===== config.mk =====
export PLATFORM = sky130hd
export DESIGN_NAME = mem_port_arbiter
export DESIGN_NICKNAME = d
export VERILOG_FILES = /design/src/rtl/mem_port_arbiter_pkg.sv /design/src/rtl/mem_arb_rr2.sv /design/src/rtl/mem_port_arbiter.sv
export SDC_FILE = /design/constraint.sdc
export NUM_CORES = 1
export LEC_CHECK = 0
export ABC_AREA = 1
export ABC_CLOCK_PERIOD_IN_PS = 1800
export BUFFER_PORTS_ARGS = -buffer_cell sky130_fd_sc_hd__buf_2
export CORE_AREA = 2 2 120 122
export DETAILED_ROUTE_END_ITERATION = 7
export DIE_AREA = 0 0 122 124
export SYNTH_ARGS = -nofsm -noshare
export SYNTH_HDL_FRONTEND = slang
export SYNTH_SLANG_ARGS = --single-unit

===== constraint.sdc =====
create_clock -name clk -period 1.8 [get_ports clk]
set_input_delay 0.18 -clock clk [delete_from_list [all_inputs] [get_ports clk]]
set_output_delay 0.18 -clock clk [all_outputs]
set_load 0.05 [all_outputs]

===== src/rtl/mem_port_arbiter_pkg.sv =====
// mem_port_arbiter_pkg: shared types for the RAM data-port arbiter.
package mem_port_arbiter_pkg;
  typedef enum logic [2:0] {MM_BYTE, MM_BYTEU, MM_HALF, MM_HALFU, MM_WORD} mem_mode;
  typedef enum logic [1:0] {IDLE, RD_WAIT, WR_WAIT} mem_arb_state;
  typedef enum logic {REQ_LSU, REQ_DBG} mem_req_id;
  typedef struct packed {
    logic        we;
    logic [31:0] adr;
    logic [31:0] wdata;
    mem_mode     mode;
  } mem_req;
endpackage


===== src/rtl/mem_arb_rr2.sv =====
// mem_arb_rr2: 2-way round-robin or fixed-priority pick (req[0]=LSU, req[1]=DBG).
module mem_arb_rr2
  import mem_port_arbiter_pkg::*;
#(
  parameter bit ROUND_ROBIN = 1'b1
) (
  input  logic [1:0] req,
  input  mem_req_id  last,
  output logic       any,
  output mem_req_id  pick
);
  assign any  = |req;
  assign pick = (req == 2'b11) ? ((ROUND_ROBIN && last == REQ_LSU) ? REQ_DBG : REQ_LSU)
                               : (req[1] ? REQ_DBG : REQ_LSU);
endmodule


===== src/rtl/mem_port_arbiter.sv =====
// mem_port_arbiter: shares RAM port 2 between the LSU and the debug/DMA engine,
// tracking read/write latency and forcing a fetch slot after MAX_BURST grants.
module mem_port_arbiter
  import mem_port_arbiter_pkg::*;
#(
  parameter int WR_CYCLES   = 2,
  parameter int RD_TIMEOUT  = 15,
  parameter int MAX_BURST   = 4,
  parameter bit ROUND_ROBIN = 1'b1
) (
  input  logic        clk,
  input  logic        reset,
  input  logic        lsu_req,
  input  logic        lsu_we,
  input  logic [31:0] lsu_adr,
  input  logic [31:0] lsu_wdata,
  input  mem_mode     lsu_mode,
  output logic [31:0] lsu_rdata,
  output logic        lsu_done,
  input  logic        dbg_req,
  input  logic        dbg_we,
  input  logic [31:0] dbg_adr,
  input  logic [31:0] dbg_wdata,
  input  mem_mode     dbg_mode,
  output logic [31:0] dbg_rdata,
  output logic        dbg_done,
  input  logic        ram_idle,
  output logic        port2en,
  output logic        port2WEn,
  output logic [31:0] port2adr,
  output logic [31:0] port2i,
  output mem_mode     memMode,
  input  logic [31:0] port2o,
  input  logic        port2avail,
  output logic        err
);
  localparam int WW = $clog2(WR_CYCLES + 1);
  localparam int TW = $clog2(RD_TIMEOUT + 1);
  localparam int BW = $clog2(MAX_BURST + 1);

  mem_arb_state   state_q, state_d;
  mem_req_id      owner_q, owner_d, last_q, last_d, pick;
  logic [WW-1:0]  wcnt_q, wcnt_d;
  logic [TW-1:0]  tcnt_q, tcnt_d;
  logic [BW-1:0]  burst_q, burst_d;
  logic           err_q, err_d, any, grant, done;
  logic [31:0]    rdata;
  mem_req         win;

  mem_arb_rr2 #(.ROUND_ROBIN(ROUND_ROBIN)) u_pick (
    .req  ({dbg_req, lsu_req}),
    .last (last_q),
    .any  (any),
    .pick (pick)
  );

  assign win   = (pick == REQ_DBG) ? '{dbg_we, dbg_adr, dbg_wdata, dbg_mode}
                                   : '{lsu_we, lsu_adr, lsu_wdata, lsu_mode};
  // Reset gates the grant so a held request cannot reach the RAM while it is being reset.
  assign grant = state_q == IDLE && any && ram_idle && !reset && burst_q < BW'(MAX_BURST);

  always_comb begin
    state_d  = state_q;
    owner_d  = owner_q;
    last_d   = last_q;
    wcnt_d   = wcnt_q;
    tcnt_d   = tcnt_q;
    burst_d  = burst_q;
    err_d    = err_q;
    port2en  = 1'b0;
    port2WEn = 1'b0;
    port2adr = '0;
    port2i   = '0;
    memMode  = MM_BYTE;
    done     = 1'b0;
    rdata    = '0;
    case (state_q)
      IDLE: begin
        if (grant) begin
          port2en  = 1'b1;
          port2WEn = win.we;
          port2adr = win.adr;
          port2i   = win.wdata;
          memMode  = win.mode;
          owner_d  = pick;
          last_d   = pick;
          burst_d  = burst_q + BW'(1);
          state_d  = win.we ? WR_WAIT : RD_WAIT;
          wcnt_d   = WW'(WR_CYCLES);
          tcnt_d   = '0;
        end else begin
          burst_d  = '0;
        end
      end
      RD_WAIT: begin
        if (port2avail) begin
          done    = 1'b1;
          rdata   = port2o;
          state_d = IDLE;
        end else if (tcnt_q == TW'(RD_TIMEOUT)) begin
          done    = 1'b1;
          err_d   = 1'b1;
          state_d = IDLE;
        end else begin
          tcnt_d  = tcnt_q + TW'(1);
        end
      end
      WR_WAIT: begin
        wcnt_d  = wcnt_q - WW'(1);
        done    = wcnt_q == WW'(1);
        state_d = done ? IDLE : WR_WAIT;
      end
      default: state_d = IDLE;
    endcase
  end

  always_ff @(posedge clk) begin
    if (reset) begin
      state_q <= IDLE;
      owner_q <= REQ_LSU;
      last_q  <= REQ_DBG;
      wcnt_q  <= '0;
      tcnt_q  <= '0;
      burst_q <= '0;
      err_q   <= 1'b0;
    end else begin
      state_q <= state_d;
      owner_q <= owner_d;
      last_q  <= last_d;
      wcnt_q  <= wcnt_d;
      tcnt_q  <= tcnt_d;
      burst_q <= burst_d;
      err_q   <= err_d;
    end
  end

  assign lsu_done  = done && owner_q == REQ_LSU;
  assign dbg_done  = done && owner_q == REQ_DBG;
  assign lsu_rdata = lsu_done ? rdata : '0;
  assign dbg_rdata = dbg_done ? rdata : '0;
  assign err       = err_q;
endmodule

==> summary.md, run 1 <==
| Metric | Value |
|---|---|
| Status | complete, but fails checks |
| Failing checks | setup timing |
| Highest clock rate | 0.496 GHz |
| Post-DP Area | 4050 sq um |
| Cell leakage power | 0.00267 uW |
| Core Box Area | 13700 sq um |
| Clock share of power | 0.107 |
| Worst Reg-to-Reg Cells | 12 |
| Layout area overhead | 162% |
| Avg Synthesized Cell Area | 4.89 sq um |
| DRT iter0 DRCs | 144 |
| RSZ-0062 raised after global routing | true |
| Sw Share | 0.524 |
| Die area | 15100 sq um |
| Max-slew headroom | 0.776 |
| CTS tree | done |
| Max-slew violations | 0 |
| Bufs on Longest Clock Path | 2 |
| Vias in the first global route | 3543 |
| Antenna violations before repair | 0 |
| Seq/Total Area, Yosys | 0.127 |
| Share of cells above drive strength 1 | 0.596 |
| Cell variety after synth | 18 |
| Reg2reg end | tcnt_q[3]$_SDFFE_PP0P_ |
| Die Wd | 122 microns |
| Antenna Cells | 0 |
| Worst Setup EP | dbg_rdata[2] |
| Post-synth net total | 631 |
| CP arrival | 1.83 ns |
| DR pass1 iterations | 4 |
| Layout Utilization | 0.421 |
| Met1 usage | 0.162 |
| Remaining global-route overflow | 0 |
| Reg2reg start | state_q[1]$_SDFFE_PP0P_ |
| Clk_lat worst skew | 0.24 ns |
| Vias per cell | 4.42 |
| Fin nets | 945 |
| Reg2reg setup slack | 0.04 ns |
| H-Tree Depth | 1 |
| Final TNS setup | -14.28 ns |
| First-pass GRT wire length | 16800 microns |
| Num rows | 43 |
| Pwr per Cell Area | 751 nW/um^2 |
| Hold Worst Slack | 0.226 ns |
| Slack of the critical path | -0.214 ns |
| Routed Antenna Nets | 0 |
| Final Skew | 0.00235 ns |
| Clk sinks | 14 |
| Maximum fanout along the worst path | 33 |
| Max-Cap Viols | 0 |
| Post-DP HPWL | 8420 microns |
| Combinational power share | 0.774 |
| Setup Crit Path Kind | reg -> out |
| Reg clk slew, reported paths | 0.05 ns |
| Warnings, synthesis | 0 |
| Startpoint types | flip-flop |
| WL/cell | 14.2 microns |
| Sequential Power Share | 0.119 |
| Worst Hold Class | in -> reg |
| Final Cell Area | 5770 sq um |
| Number of synthesized register bits | 14 |
| Total CTS buffers | 3 |
| Tcrit/Tclk final | 1.12 |
| Die Ht | 124 microns |
| Routability cong. | 0.825 |
| Crit path launch | tcnt_q[0]$_SDFFE_PP0P_ |
| Slew @ Worst Pin | 0.335 ns |
| Mapped Cells | 451 |
| Final wirelength | 13400 microns |
| P_sw | 2270 uW |
| Peak VDD IR | 0.477 mV |
| Period minus WS final | 2.01 ns |
| Most used routing layer | met2 |
| Top Ports | 310 |
| Worst EP required | 1.62 ns |
| Hold Vio Cnt, Final | 0 |
| DRC viols | 0 |
| P_int | 2070 uW |
| Via Count | 4171 |
| Mapped cell area | 2200 sq um |
| Port bufs | 309 |
| Global routing usage on met3 | 0.0201 |
| Initial Util | 0.161 |
| Largest net degree at the start of global routing | 68 |
| Root Buffer | clkbuf_16 |
| Met2 Use GR | 0.257 |
| Global-route usage over all layers | 0.135 |
| CP Capture Type | output port |
| Final Setup Violations | 134 |
layout by cell type, fill, tap and decap left out, types with 8 or more instances in the layout:
cell type and instances:
nand2_1 198, buf_2 174, buf_6 99, nor2_1 44, buf_4 43, a21oi_2 34
a21oi_1 30, nor2_4 28, a21oi_4 14, inv_1 12, nand3_1 11, dfxtp_1 10
buf_12 10, buf_8 10, nor2_2 8
power groups by stage:
| stage | Sequential [uW] | Clock (uW) | Combinational, uW |
|---|---|---|---|
| CTS | 508 | 473 | 2900 |
| global route | 525 | 489 | 3620 |
| finish | 515 | 465 | 3360 |
| floorplan | 462 | 0 | 1680 |
| global placement | 468 | 0 | 2380 |
| detailed placement | 470 | 0 | 2380 |
layer usage:
metal,up-vias,routed length (microns)
met5,-,0
met4,0,159
met3,18,799
met2,182,7110
met1,1933,5370
li1,2038,-
how the worst min path moves through the flow:
stage / start / endpoint / slack (ns) / cells after the start
floorplan: reset / burst_q[1]$_SDFFE_PP0P_ / 0.42 / 2
global placement: burst_q[2]$_SDFFE_PP0P_ / burst_q[2]$_SDFFE_PP0P_ / 0.45 / 2
detailed placement: err$_SDFFE_PP0P_ / err$_SDFFE_PP0P_ / 0.46 / 2
CTS: reset / owner_q$_SDFFE_PP0P_ / 0.23 / 2
global route: reset / burst_q[2]$_SDFFE_PP0P_ / 0.26 / 2
finish: reset / owner_q$_SDFFE_PP0P_ / 0.23 / 2
layout make-up:
type | instances | area (sq um)
fill | 1409 | 7950
timing repair buffer | 342 | 2810
multi-input combinational | 385 | 2260
sequential | 14 | 288
tap | 180 | 225
inverter | 19 | 93.8
clock buffer | 4 | 88.8
per-stage QoR:
| stage | instances | total power (uW) | setup slack (ns) |
|---|---|---|---|
| 5_1_grt | 944 | 4630 | -0.283 |
| 4_1_cts | 937 | 3880 | -0.127 |
| 3_5_place_dp | 923 | 2850 | 0.0254 |
| 3_3_place_gp | 923 | 2850 | -0.0280 |
| 6_report | 944 | 4340 | -0.214 |
| 2_1_floorplan | 451 | 2140 | -0.240 |
synth_stat cells:
master / number / area share
a21oi_1: 78 / 0.18
buf_2: 18 / 0.041
buf_4: 2 / 0.0068
buf_6: 6 / 0.031
clkbuf_1: 7 / 0.012
dfxtp_1: 14 / 0.13
ha_1: 6 / 0.034
inv_1: 16 / 0.027
inv_2: 3 / 0.0051
nand2_1: 201 / 0.34
nand3_1: 12 / 0.027
nand3_2: 3 / 0.014
nand4_1: 1 / 0.0028
nor2_1: 80 / 0.14
o211ai_2: 1 / 0.0057
o21ai_2: 1 / 0.0040
or2_2: 1 / 0.0028
xor2_1: 1 / 0.0040
critical path, cell delays in order, from the launching register on:
cell	delay [ns]
dfxtp_2	0.34
ha_4	0.15
nand3_4	0.09
o211ai_4	0.21
buf_4	0.15
nand3_2	0.07
buf_12	0.18
nor2_1	0.19
buf_6	0.20
kinds of logic after synthesis:
kind of cell | share of synthesized area
buf+inv | 0.123
simple gates | 0.525
compound gates | 0.187
fa+ha+maj | 0.0341
xor+xnor | 0.00398
flops | 0.127
sequential cells by signal, indices dropped and copies added (netlist names):
signal,count
last_q,1
burst_q,3
tcnt_q,4
err,1
owner_q,1
state_q,2
wcnt_q,2
repair_timing:
action,CTS,global route
buffers inserted,8,2
endpoints found under the hold margin,0,0
gates cloned,2,5
gates resized for setup,241,161
endpoints found under the setup margin,135,138
hold buffers,0,0
pin swaps,2,2
Note: power is estimated with default switching activity, not from simulation.
==> run 2: changes to the inputs <==
--- a/config.mk
+++ b/config.mk
@@ -6,11 +6,11 @@
 export NUM_CORES = 1
 export LEC_CHECK = 0
 export ABC_AREA = 1
-export ABC_CLOCK_PERIOD_IN_PS = 1800
+export ABC_CLOCK_PERIOD_IN_PS = 2500
 export BUFFER_PORTS_ARGS = -buffer_cell sky130_fd_sc_hd__buf_2
-export CORE_AREA = 2 2 120 122
+export CORE_AREA = 2 2 122 124
 export DETAILED_ROUTE_END_ITERATION = 7
-export DIE_AREA = 0 0 122 124
+export DIE_AREA = 0 0 124 126
 export SYNTH_ARGS = -nofsm -noshare
 export SYNTH_HDL_FRONTEND = slang
 export SYNTH_SLANG_ARGS = --single-unit
==> constraint.sdc (replaced) <==
create_clock -name clk -period 2.5 [get_ports clk]
set_input_delay 0.25 -clock clk [delete_from_list [all_inputs] [get_ports clk]]
set_output_delay 0.25 -clock clk [all_outputs]
set_load 0.05 [all_outputs]
==> summary.md, run 2 (synthesized netlist as in run 1, its figures left out) <==
| Metric | Value |
|---|---|
| Clk_lat worst skew | 0.25 ns |
| Top Ports | 310 |
| RSZ-0062 raised after global routing | false |
| Largest net degree at the start of global routing | 69 |
| WL/cell | 11.1 microns |
| Layout area overhead | 79.1% |
| Fillers | 1652 |
| Cell leakage power | 0.00237 uW |
| Most common cell after layout, fill and taps aside | buf_2 |
| Maximum fanout along the worst path | 52 |
| Worst Setup EP | port2i[17] |
| Slowest stage delay, CP | 0.31 ns |
| DRT iter0 DRCs | 242 |
| Max-Cap Viols | 0 |
| Peak VDD IR | 0.205 mV |
| Crit path top cell by count | inv_1 |
| Antenna violations before repair | 0 |
| Routed Antenna Nets | 0 |
| Total CTS buffers | 3 |
| Die area | 15600 sq um |
| Worst Reg-to-Reg Cells | 10 |
| Die Ht | 126 microns |
| Status | completed |
| Pwr per Cell Area | 568 nW/um^2 |
| Remaining global-route overflow | 0 |
| Port bufs | 309 |
| Global-route usage over all layers | 0.116 |
| Global routing usage on met3 | 0.0127 |
| Reg2reg start | state_q[0]$_SDFFE_PP0P_ |
| Share of cells above drive strength 1 | 0.449 |
| Final TNS setup | 0 ns |
| Clk sinks | 14 |
| Reg2reg end | state_q[1]$_SDFFE_PP0P_ |
| Top Registers | tcnt_q: 4 flops, burst_q: 3 flops |
| Met2 Use GR | 0.221 |
| Worst Hold Class | in -> reg |
| H-Tree Depth | 1 |
| Root Buffer | clkbuf_16 |
| Period minus WS final | 2.27 ns |
| DR pass1 iterations | 5 |
| Setup Crit Path Kind | reg -> out |
| Max-slew headroom | 0.564 |
| CTS tree | done |
| Startpoint types | flip-flop |
| Bufs on Longest Clock Path | 2 |
| Num rows | 44 |
| Hold Vio Cnt, Final | 0 |
| Crit path launch | state_q[0]$_SDFFE_PP0P_ |
| Slew @ Worst Pin | 0.654 ns |
| Hold Worst Slack | 0.281 ns |
| Commonest non-fill, non-tap cells in the layout | buf_2, nand2_1, nor2_1, a21oi_1, inv_1 |
| Core Box Area | 14300 sq um |
| Via Count | 3724 |
| Antenna Cells | 0 |
| Post-DP HPWL | 8130 microns |
| Reg clk slew, reported paths | 0.05 ns |
| Tcrit/Tclk final | 0.907 |
| Most used routing layer | met2 |
| First-pass GRT wire length | 15000 microns |
| Highest clock rate | 0.441 GHz |
| Worst EP required | 2.25 ns |
| Vias per cell | 4.04 |
| Fin nets | 919 |
| WP depth | 8 |
| Vias in the first global route | 3193 |
| CP Capture Type | output port |
| CP arrival | 2.02 ns |
| Final Setup Violations | 0 |
| Final Skew | 0.00175 ns |
| Reg2reg setup slack | 0.77 ns |
| Slowest CP cell | dfxtp_1 |
| Max reg flops | 4 |
| Die Wd | 124 microns |
| Largest Register | tcnt_q |
| Initial Util | 0.154 |
| Crit path cell chain | inv_1 > ha_1 > nand2_1 > inv_1 > nand3_2 > buf_6 > a21oi_1 > buf_2 |
| Final wirelength | 10200 microns |
| Routability cong. | 0.822 |
| DRC viols | 0 |
| Cell family with most CP delay | buffers and inverters |
| Worst path buffer plus inverter count | 4 |
| Max-slew violations | 0 |
| Met1 usage | 0.136 |
==> run 2: cell types whose count changed in the layout (fill, tap and decap cells not counted), moves of 8 or more <==
| cell | delta |
|---|---|
| a21oi_1 | +48 |
| a21oi_2 | -34 |
| a21oi_4 | -14 |
| buf_12 | -9 |
| buf_2 | +135 |
| buf_4 | -38 |
| buf_6 | -98 |
| buf_8 | -10 |
| nor2_1 | +36 |
| nor2_2 | -8 |
| nor2_4 | -28 |
==> run 2: how the worst min path moves through the flow <==
stage,startpoint,end,slack (ns),cells after the start
2_1_floorplan,last_q$_SDFFE_PP1P_,last_q$_SDFFE_PP1P_,0.44,2
3_3_place_gp,burst_q[2]$_SDFFE_PP0P_,burst_q[2]$_SDFFE_PP0P_,0.46,2
3_5_place_dp,burst_q[1]$_SDFFE_PP0P_,burst_q[1]$_SDFFE_PP0P_,0.46,2
4_1_cts,reset,burst_q[1]$_SDFFE_PP0P_,0.28,2
5_1_grt,reset,burst_q[2]$_SDFFE_PP0P_,0.30,2
6_report,reset,burst_q[1]$_SDFFE_PP0P_,0.28,2
==> run 2: per-layer routing <==
metal	up-vias	routed length (microns)	part of all wire
met3	11	741	0.072
li1	1984	-	-
met4	0	121	0.012
met5	-	0	0
met2	148	5320	0.52
met1	1581	4050	0.40
==> run 2: report_power, final <==
group	switching [uW]	total, uW	internal [uW]	leakage [uW]
Combinational	1110	1560	449	0.00221
Sequential	52.3	340	287	0.000114
Clock	95.1	338	243	0.0000442
Total	1260	2240	979	0.00237
==> run 2: cell type report <==
class | count | area [sq um] | area share
repair buffers | 316 | 1620 | 0.409
multi-input cells | 385 | 1660 | 0.421
inverters | 19 | 71.3 | 0.0181
well taps | 184 | 230 | 0.0583
clock buffers | 4 | 88.8 | 0.0225
flip-flops and latches | 14 | 280 | 0.0710
==> run 2: stage by stage <==
stage,setup WS [ns],utilization,cells,cell area [sq um],total power [uW]
after global placement,0.393,0.269,918,3850,1910
after global routing,0.0498,0.276,922,3950,2450
final,0.231,0.276,922,3950,2240
after detailed placement,0.416,0.269,918,3850,1910
after floorplan,0.390,-,451,2200,1530
after CTS,0.125,0.275,922,3940,2260
==> run 2: repair_timing <==
action                                  4_1_cts  5_1_grt
hold buffers                                  0        0
gates resized for setup                       0        1
endpoints found under the setup margin        0        2
buffers inserted                              0        0
